File: config.mk
export PLATFORM = sky130hd
export DESIGN_NAME = alu_sequencer
export DESIGN_NICKNAME = d
export VERILOG_FILES = /design/src/rtl/alu_sequencer.sv
export SDC_FILE = /design/constraint.sdc
export NUM_CORES = 1
export LEC_CHECK = 0
export ABC_AREA = 0
export ABC_CLOCK_PERIOD_IN_PS = 2430
export BUFFER_PORTS_ARGS = -buffer_cell sky130_fd_sc_hd__clkbuf_2
export CORE_MARGIN = 4
export CORE_UTILIZATION = 55
export CTS_CLUSTER_SIZE = 10
export DETAILED_ROUTE_END_ITERATION = 8
export PLACE_DENSITY = 0.8
export SKIP_CTS_REPAIR_TIMING = 1
export SYNTH_ARGS = -nofsm -noshare
export SYNTH_HDL_FRONTEND = slang
export SYNTH_SLANG_ARGS = --single-unit
File: constraint.sdc
create_clock -name clk -period 2.43 [get_ports clk]
set_clock_uncertainty 0.1 [all_clocks]
set_input_delay 0.3645 -clock clk [delete_from_list [all_inputs] [get_ports clk]]
set_output_delay 0.3645 -clock clk [all_outputs]
set_load 0.1 [all_outputs]
File: src/rtl/alu_sequencer.sv
// rtl/alu_sequencer.sv - three-state sequencer driving an external ALU over a small register file
//
// Ports:
//   clk, rst_n                 clock, asynchronous active-low reset
//   instr_valid / instr_ready  instruction handshake (ready only while idle)
//   instr_op/rd/rs1/rs2        operation code and register indices
//   instr_imm_en, instr_imm    select and value of immediate B operand
//   alu_a, alu_b, alu_sel      registered operands and op select to the ALU
//   alu_out, alu_carry         ALU result and A+B carry
//   done                       one-cycle pulse in the write-back cycle
//   flag_z, flag_c, flag_dz    zero, add-carry and divide-by-zero flags
//   dbg_addr, dbg_data         combinational register-file read port
module alu_sequencer #(
    parameter int DW   = 8,
    parameter int NREG = 4
) (
    input  logic          clk,
    input  logic          rst_n,
    input  logic          instr_valid,
    output logic          instr_ready,
    input  logic [3:0]    instr_op,
    input  logic [1:0]    instr_rd,
    input  logic [1:0]    instr_rs1,
    input  logic [1:0]    instr_rs2,
    input  logic          instr_imm_en,
    input  logic [DW-1:0] instr_imm,
    output logic [DW-1:0] alu_a,
    output logic [DW-1:0] alu_b,
    output logic [3:0]    alu_sel,
    input  logic [DW-1:0] alu_out,
    input  logic          alu_carry,
    output logic          done,
    output logic          flag_z,
    output logic          flag_c,
    output logic          flag_dz,
    input  logic [1:0]    dbg_addr,
    output logic [DW-1:0] dbg_data
);

    localparam logic [3:0] OP_ADD = 4'b0000;
    localparam logic [3:0] OP_DIV = 4'b0011;

    typedef enum logic [1:0] {
        S_IDLE = 2'd0,
        S_EXEC = 2'd1,
        S_WB   = 2'd2
    } state_t;

    state_t        state_q, state_d;
    logic [DW-1:0] regs_q [NREG];
    logic [DW-1:0] regs_d [NREG];
    logic [DW-1:0] alu_a_q, alu_a_d;
    logic [DW-1:0] alu_b_q, alu_b_d;
    logic [3:0]    alu_sel_q, alu_sel_d;
    logic [1:0]    rd_q, rd_d;
    logic [DW-1:0] res_q, res_d;
    logic          carry_q, carry_d;
    logic          flag_z_q, flag_z_d;
    logic          flag_c_q, flag_c_d;
    logic          flag_dz_q, flag_dz_d;
    logic          accept;

    // State register
    always_ff @(posedge clk or negedge rst_n) begin
        if (!rst_n) begin
            state_q <= S_IDLE;
        end else begin
            state_q <= state_d;
        end
    end

    // Next-state logic
    always_comb begin
        state_d = state_q;
        case (state_q)
            S_IDLE:  if (accept) state_d = S_EXEC;
            S_EXEC:  state_d = S_WB;
            S_WB:    state_d = S_IDLE;
            default: state_d = S_IDLE;
        endcase
    end

    // FSM outputs
    always_comb begin
        instr_ready = 1'b0;
        done        = 1'b0;
        case (state_q)
            S_IDLE:  instr_ready = 1'b1;
            S_WB:    done        = 1'b1;
            default: ;
        endcase
    end

    assign accept = instr_valid && instr_ready;

    // Datapath next values. alu_sel_q doubles as the latched opcode, since it
    // is only reloaded on the next accept.
    always_comb begin
        alu_a_d   = alu_a_q;
        alu_b_d   = alu_b_q;
        alu_sel_d = alu_sel_q;
        rd_d      = rd_q;
        res_d     = res_q;
        carry_d   = carry_q;
        flag_z_d  = flag_z_q;
        flag_c_d  = flag_c_q;
        flag_dz_d = flag_dz_q;
        for (int i = 0; i < NREG; i++) begin
            regs_d[i] = regs_q[i];
        end

        if (accept) begin
            alu_a_d   = regs_q[instr_rs1];
            alu_b_d   = instr_imm_en ? instr_imm : regs_q[instr_rs2];
            alu_sel_d = instr_op;
            rd_d      = instr_rd;
        end

        if (state_q == S_EXEC) begin
            res_d   = alu_out;
            carry_d = alu_carry;
        end

        if (state_q == S_WB) begin
            if (alu_sel_q == OP_DIV && alu_b_q == '0) begin
                flag_dz_d = 1'b1;
            end else if (alu_sel_q[3:1] != 3'b111) begin
                // 1110/1111 fall through untouched as NOPs
                regs_d[rd_q] = res_q;
                flag_z_d     = (res_q == '0);
                flag_c_d     = (alu_sel_q == OP_ADD) && carry_q;
                flag_dz_d    = 1'b0;
            end
        end
    end

    always_ff @(posedge clk or negedge rst_n) begin
        if (!rst_n) begin
            alu_a_q   <= '0;
            alu_b_q   <= '0;
            alu_sel_q <= '0;
            rd_q      <= '0;
            res_q     <= '0;
            carry_q   <= 1'b0;
            flag_z_q  <= 1'b0;
            flag_c_q  <= 1'b0;
            flag_dz_q <= 1'b0;
            for (int i = 0; i < NREG; i++) begin
                regs_q[i] <= '0;
            end
        end else begin
            alu_a_q   <= alu_a_d;
            alu_b_q   <= alu_b_d;
            alu_sel_q <= alu_sel_d;
            rd_q      <= rd_d;
            res_q     <= res_d;
            carry_q   <= carry_d;
            flag_z_q  <= flag_z_d;
            flag_c_q  <= flag_c_d;
            flag_dz_q <= flag_dz_d;
            for (int i = 0; i < NREG; i++) begin
                regs_q[i] <= regs_d[i];
            end
        end
    end

    assign alu_a    = alu_a_q;
    assign alu_b    = alu_b_q;
    assign alu_sel  = alu_sel_q;
    assign flag_z   = flag_z_q;
    assign flag_c   = flag_c_q;
    assign flag_dz  = flag_dz_q;
    assign dbg_data = regs_q[dbg_addr];

endmodule

== After elaboration in Yosys (flattened, before gate mapping) ==
Cells that the tools add are included.

* Register bits: 68
* Latch bits: 0
* Memory bits (writable): 0
* ROM bits: 0
* Logic and storage cells: 59
* Memories: 0

* Add/subtract/negate cells: 0
* $mul: 0
* Div/mod/pow operators: 0
* Order comparisons: 5
* Eq/ne operators: 5
* Shift operators: 0
* Mux-type cells: 19
* Bitwise gates (word level): 5
* Reduce and logical (&&, ||, !) cells: 11

{| class="wikitable"
|+ Operator list
! kind !! number
|-
| 2-to-1 mux 8 bit || 8
|-
| binary-select mux 8 bit (select 2 bit) || 3
|-
| bitwise mux 32 bit || 1
|-
| demux 8 bit (select 2 bit) || 1
|-
| zero test 8 bit || 2
|-
| >= comparator 3 bit (second input constant) || 4
|-
| inverter 2 -> 3 bit || 4
|-
| equality test 4 x 2 -> 1 bit (second input constant) || 1
|-
| logical AND 1 bit || 4
|-
| zero test 4 bit || 1
|-
| 2-to-1 mux 1 bit || 4
|-
| case mux 2 bit (2 select lines) || 1
|-
| < comparator 3 x 1 -> 1 bit (second input constant) || 1
|-
| != test 3 bit (second input constant) || 1
|-
| AND reduction 3 bit || 1
|-
| equality test 2 x 1 -> 1 bit (second input constant) || 1
|-
| equality test 2 bit (second input constant) || 1
|-
| zero test 2 bit || 1
|-
| 2-to-1 mux 2 bit || 1
|-
| != test 2 bit (second input constant) || 1
|-
| AND reduction 2 bit || 1
|-
| nonzero test 2 bit || 1
|-
| inverter 1 bit || 1
|}

== Longest topological paths before layout ==
* Depth after elaboration: 6
* Gate-level depth with buffers: 6
* Mapped depth without buffers: 4

== Worst setup path before layout ==
OpenSTA, ideal clock, no wires.

* Path type: register -> register
* Start: reg state_q[1]
* End: reg alu_a_q[2], in the netlist alu_a[2]
* Library setup time: 125 ps
* Data arrival time: 2718 ps
* Path slack: -514 ps
* Stages on the path, launching flop included: 6
* Buffers on the path: 2
* Clock period less this slack: 2944 ps
* Path through: dfrtp_1 -> nor2_1 -> and2_1 -> clkbuf_1 -> buf_1 -> mux2_2

* Cells in the longest elaborated chain, start to end: 3

{| class="wikitable"
|+ RTL lines
! item !! line !! text
|-
| start: declaration || 49 || <nowiki>state_t state_q, state_d;</nowiki>
|-
| start signal: assignment || 68 || <nowiki>state_q <= state_d;</nowiki>
|-
| zero test 2 bit || 87 || <nowiki>case (state_q)</nowiki>
|-
| 2-to-1 mux 1 bit || 87 ||
|-
| net instr_ready || 20 || <nowiki>output logic instr_ready,</nowiki>
|-
| logical AND 1 bit || 94 || <nowiki>assign accept = instr_valid && instr_ready;</nowiki>
|-
| end signal: assignment || 152 || <nowiki>alu_a_q <= alu_a_d;</nowiki>
|-
| end: declaration || 52 || <nowiki>logic [DW-1:0] alu_a_q, alu_a_d;</nowiki>
|}

The timed path passes the listed nets, and every way through them passes these cells.
A chain may end at the register's enable or synchronous reset.

== Worst setup path after layout ==
* Start: reg regs_q[5] in the netlist's numbering
* End: out dbg_data[5]

* Cells in the longest elaborated chain, start to end: 3

{| class="wikitable"
|+ RTL lines
! item !! line !! text
|-
| start: declaration || 50 || <nowiki>logic [DW-1:0] regs_q [NREG];</nowiki>
|-
| start signal: indexed assignment || 162 || <nowiki>regs_q[i] <= regs_d[i];</nowiki>
|-
| binary-select mux 8 bit (select 2 bit) || 173 || <nowiki>assign dbg_data = regs_q[dbg_addr];</nowiki>
|-
| 2-to-1 mux 8 bit (not written as such) (2 in a row) || 173 ||
|-
| end: declaration || 37 || <nowiki>output logic [DW-1:0] dbg_data</nowiki>
|}

No other way between the ends. The select of a mux whose other input is x is not followed.

==> results.md <==
Worst setup path:
- The worst register-to-register path begins at alu_b[2]$_DFFE_PN0P_.
- STA classifies the critical path endpoint as a primary output.
- STA classifies the critical path startpoint as a flop.
- The peak per-stage delay on the critical path is 0.49 ns.
- STA puts the critical path data required time at 1.97 ns.
- Along the worst path, the maximum fanout reaches 4.
- Walking the worst path, the cells encountered are mux4_2 > clkbuf_2.
- The worst reg2reg path depth is 6.
- The worst register-to-register path ends at regs_q[22]$_DFFE_PN0P_.
- The critical path depth in cells is 2.
- Together, buffers and inverters on the worst path number 1.
- The largest individual stage delay along the critical path comes from the cell mux4_2.
- Tracing the worst setup path back leads to its startpoint at regs_q[5]$_DFFE_PN0P_.
- Data on the critical path arrives at its endpoint at 1.64 ns.
- Broken down by cell family, the worst path's largest delay share belongs to multiplexers.
- The worst-case register-to-register setup slack is 0.38 ns.
- By startpoint and endpoint, the worst setup path is classified as flop to primary output.

Logic synthesis:
- The area share of xor/xnor cells in the synthesized design is 0%.
- The number of enable-type register cells in the synthesized netlist is 0.
- The fraction of the mapped netlist area in compound gates is 2.11%.
- The number of nets handed over by synthesis was 244.
- The synthesized design devotes to its leading area cell type 51.2% of total area.
- The average size of a mapped cell is 15.8 sq um.
- dfrtp_1 takes more of the synthesized area than any other cell.
- The most used flip-flop cell after synthesis is dfrtp_1.
- Yosys mapped the design onto 26 distinct sky130hd cell types.
- Sorting the synthesized cells by area gives the leading types as dfrtp_1 51%, mux4_2 16%, mux2_2 16%.
- The synthesized instance count is 211.
- The mux cell area share after synthesis is 38.2%.
- Yosys printed 0 warnings.
- In the synthesized netlist the async set-or-reset flop fraction comes to 100%.
- Sequential cells were found to cover 51.2% of the synthesized design area.
- The combinational family with the most area after synthesis is multiplexers.
- In this run the cell area of the synthesized design comes to 3320 sq um.
- The number of register bits inferred by synthesis is 68.
- Yosys instantiated no cell more often than dfrtp_1.
- The adder-cell share of the synthesized area is 0%.
- The basic-gate share of the synthesized area counting and, or, nand and nor cells is 6.36%.
- Counting instances in the post-synthesis netlist gives the leading cell types as 68 x dfrtp_1, 47 x mux2_2, 24 x mux4_2.

Drt:
- The number of detailed-routing iterations run before antenna repair is 4.
- The DRC violations left is 0.
- Using the TritonRoute via totals, the vias-per-cell ratio works out to 5.98.
- The routed length per placed instance is 20.1 um.
- The first routing iteration left 120 violations.
- The residual antenna-violating net count after detailed routing is 0.
- For this block, the via count after detailed routing is 2152.
- Summed over all layers, the routed wires come to 7.25 mm.

STA:
- The fraction of the cycle the final worst path needs is 86.5%.
- Setup repair after global routing left no endpoint under its margin.
- The hold slack is -0.00477 ns.
- The post-layout worst setup margin is 0.328 ns.
- Setup total negative slack on the finished layout was measured at 0 ns.
- Measured against its own limit, the worst slew margin works out to 47.7%.
- The number of hold violations in the final report is 7.
- The actual slew at the worst max-slew pin is 0.784 ns.
- The shortest clock period the worst path allows after layout is 2.10 ns.
- Setup violations remaining at the end of the flow were counted as 0.
- The final max-slew violation count came to 0.
- Derived from the worst setup path, the maximum achievable clock frequency is 0.476 GHz.

Clock tree:
- In this run, CTS created clock tree buffers numbering 9.
- Counting along the longest clock path gives a buffer depth of 2.
- TritonCTS built the clock tree.
- The H-tree level count is 3.
- At the later pin of the worst-skew pair, clock insertion delay measures 0.34 ns.
- The root buffer cell chosen for the clock tree is clkbuf_8.
- Counting every sink on the clock net gives 68.
- After clock tree synthesis, the clock-pin slew on the worst setup and hold paths is 0.07 ns.

Flow run:
- Across the run, the number of max-cap violations was 0.

Global routing:
- The largest net degree at the start of global routing is 40.
- The total routing resource utilization after global routing is 22.2%.
- The first global-routing pass estimated 11.9 mm of wire.
- For this run the aggregate overflow at the end of global routing stands at 0.
- The number of antenna violations at the first check in global routing is 0.
- The via count of the first global-routing pass is 2268.

Floorplan:
- The floorplan has 28 rows.
- The initial utilization of the core area, before any placement, comes to 56.5%.
- The die extent in y is 85.7 um.
- Pin placement for this block handled 66 I/O pins.
- The core area is 5890 sq um.
- The area enclosed by the die boundary is 7350 sq um.
- The die is 85.7 um wide.

Power:
- Power spread over the standard cell area amounts to 1480 nW/um^2.
- The leakage dissipation is 1.77 nW.
- Total power for the finished layout comes to 5.79 mW.
- The largest vdd supply drop is 0.00103 V.

Cells and area:
- Cells fill 66.7% of the core in the end.
- For this run, the number of standard cells in the final layout without fillers is 360.
- The final design instance area without fill is 3920 sq um.
- The antenna diode count is 0.
- The fraction of final layout cells sized beyond drive strength 1 is 62.1%.
- The number of fill cells in the layout is 431.
- The final layout contains 313 nets.
- Relative to the synthesized area, the layout overhead comes to 18.0%.

Run status:
- The checks that failed: hold timing.
- The flow ran to the end, but the final reports show violations.

Placement:
- The half-perimeter wire length of the detailed placement result is 5.08 mm.
- The placed instances occupy a cell area of 3750 sq um.
- The placed cell count is 344.
- The worst setup slack after placement is 0.326 ns.
- During placement, the flow inserted port buffers numbering 65.
- The routability-driven placement congestion ratio is 0.803.

Hold path:
- The tightest min-delay check is of the input port to asynchronous set/reset pin type.
## per-layer routing
| metal | vias to the layer above | GRT usage (%) | routed length (um) |
|---|---|---|---|
| li1 | 948 | - | - |
| met1 | 1111 | 29.2 | 2970 |
| met2 | 82 | 35.8 | 3540 |
| met3 | 11 | 5.76 | 589 |
| met4 | 0 | 8.06 | 140 |
| met5 | - | 0 | 0 |
## placed cells by master, fill, tap and decap left out, types with 2 or more instances in the layout
| master | count |
|---|---|
| dfrtp_2 | 4 |
| clkbuf_1 | 3 |
| buf_4 | 6 |
| clkbuf_2 | 65 |
| mux2_4 | 8 |
| mux2i_1 | 8 |
| mux2_2 | 47 |
| mux4_2 | 24 |
| a21oi_1 | 8 |
| clkinv_2 | 2 |
| nand2_1 | 3 |
| nor2_1 | 8 |
| clkbuf_8 | 11 |
| nor4b_1 | 2 |
| nor4b_4 | 2 |
| nor4_1 | 4 |
| dfrtp_1 | 64 |
| o21ai_0 | 4 |
## power by group
part	internal, mW	total [mW]	switching (mW)
Combinational	0.904	2.91	2.00
Clock	0.424	0.825	0.401
Sequential	1.60	2.06	0.465
Total	2.92	5.79	2.87
## worst register-to-register path, cell delays in order (launching register included)
cell and delay (ns):
dfrtp_2 0.42, nor4_1 0.34, and3_1 0.34, buf_4 0.20, nor4b_4 0.05, buf_4 0.19
mux2_2 0.29
## registers in the layout, summed over array words and instances, names as in the netlist
| signal | count |
|---|---|
| flag_z | 1 |
| carry_q | 1 |
| state_q | 2 |
| regs_q | 32 |
| alu_b | 8 |
| res_q | 8 |
| alu_sel | 4 |
| flag_c | 1 |
| flag_dz | 1 |
| rd_q | 2 |
| alu_a | 8 |
## logic make-up (layout without fill, tap and decap cells)
| family | after synthesis | count (layout) |
|---|---|---|
| buffers and inverters | 14 | 88 |
| flip-flops | 68 | 68 |
| AND/OR/NAND/NOR | 29 | 29 |
| multiplexers | 87 | 87 |
| AO/OA/AOI/OAI | 13 | 13 |
## how the worst max path moves through the flow
stage                                   endpoint
after floorplan           regs_q[10]$_DFFE_PN0P_
after global placement               dbg_data[6]
after detailed placement             dbg_data[5]
after CTS                            dbg_data[5]
after global routing                 dbg_data[5]
final                                dbg_data[5]
## layout make-up
cell class                 count  area, sq um  area share [%]
clock buffer                  14          163            4.15
sequential                    68         1710            43.5
timing repair buffer          72          390            9.95
clock inverter                 2         10.0           0.255
multi-input combinational    129         1560            39.8
tap                           75         93.8            2.39
No activity file was read; power rests on OpenSTA's default activity.
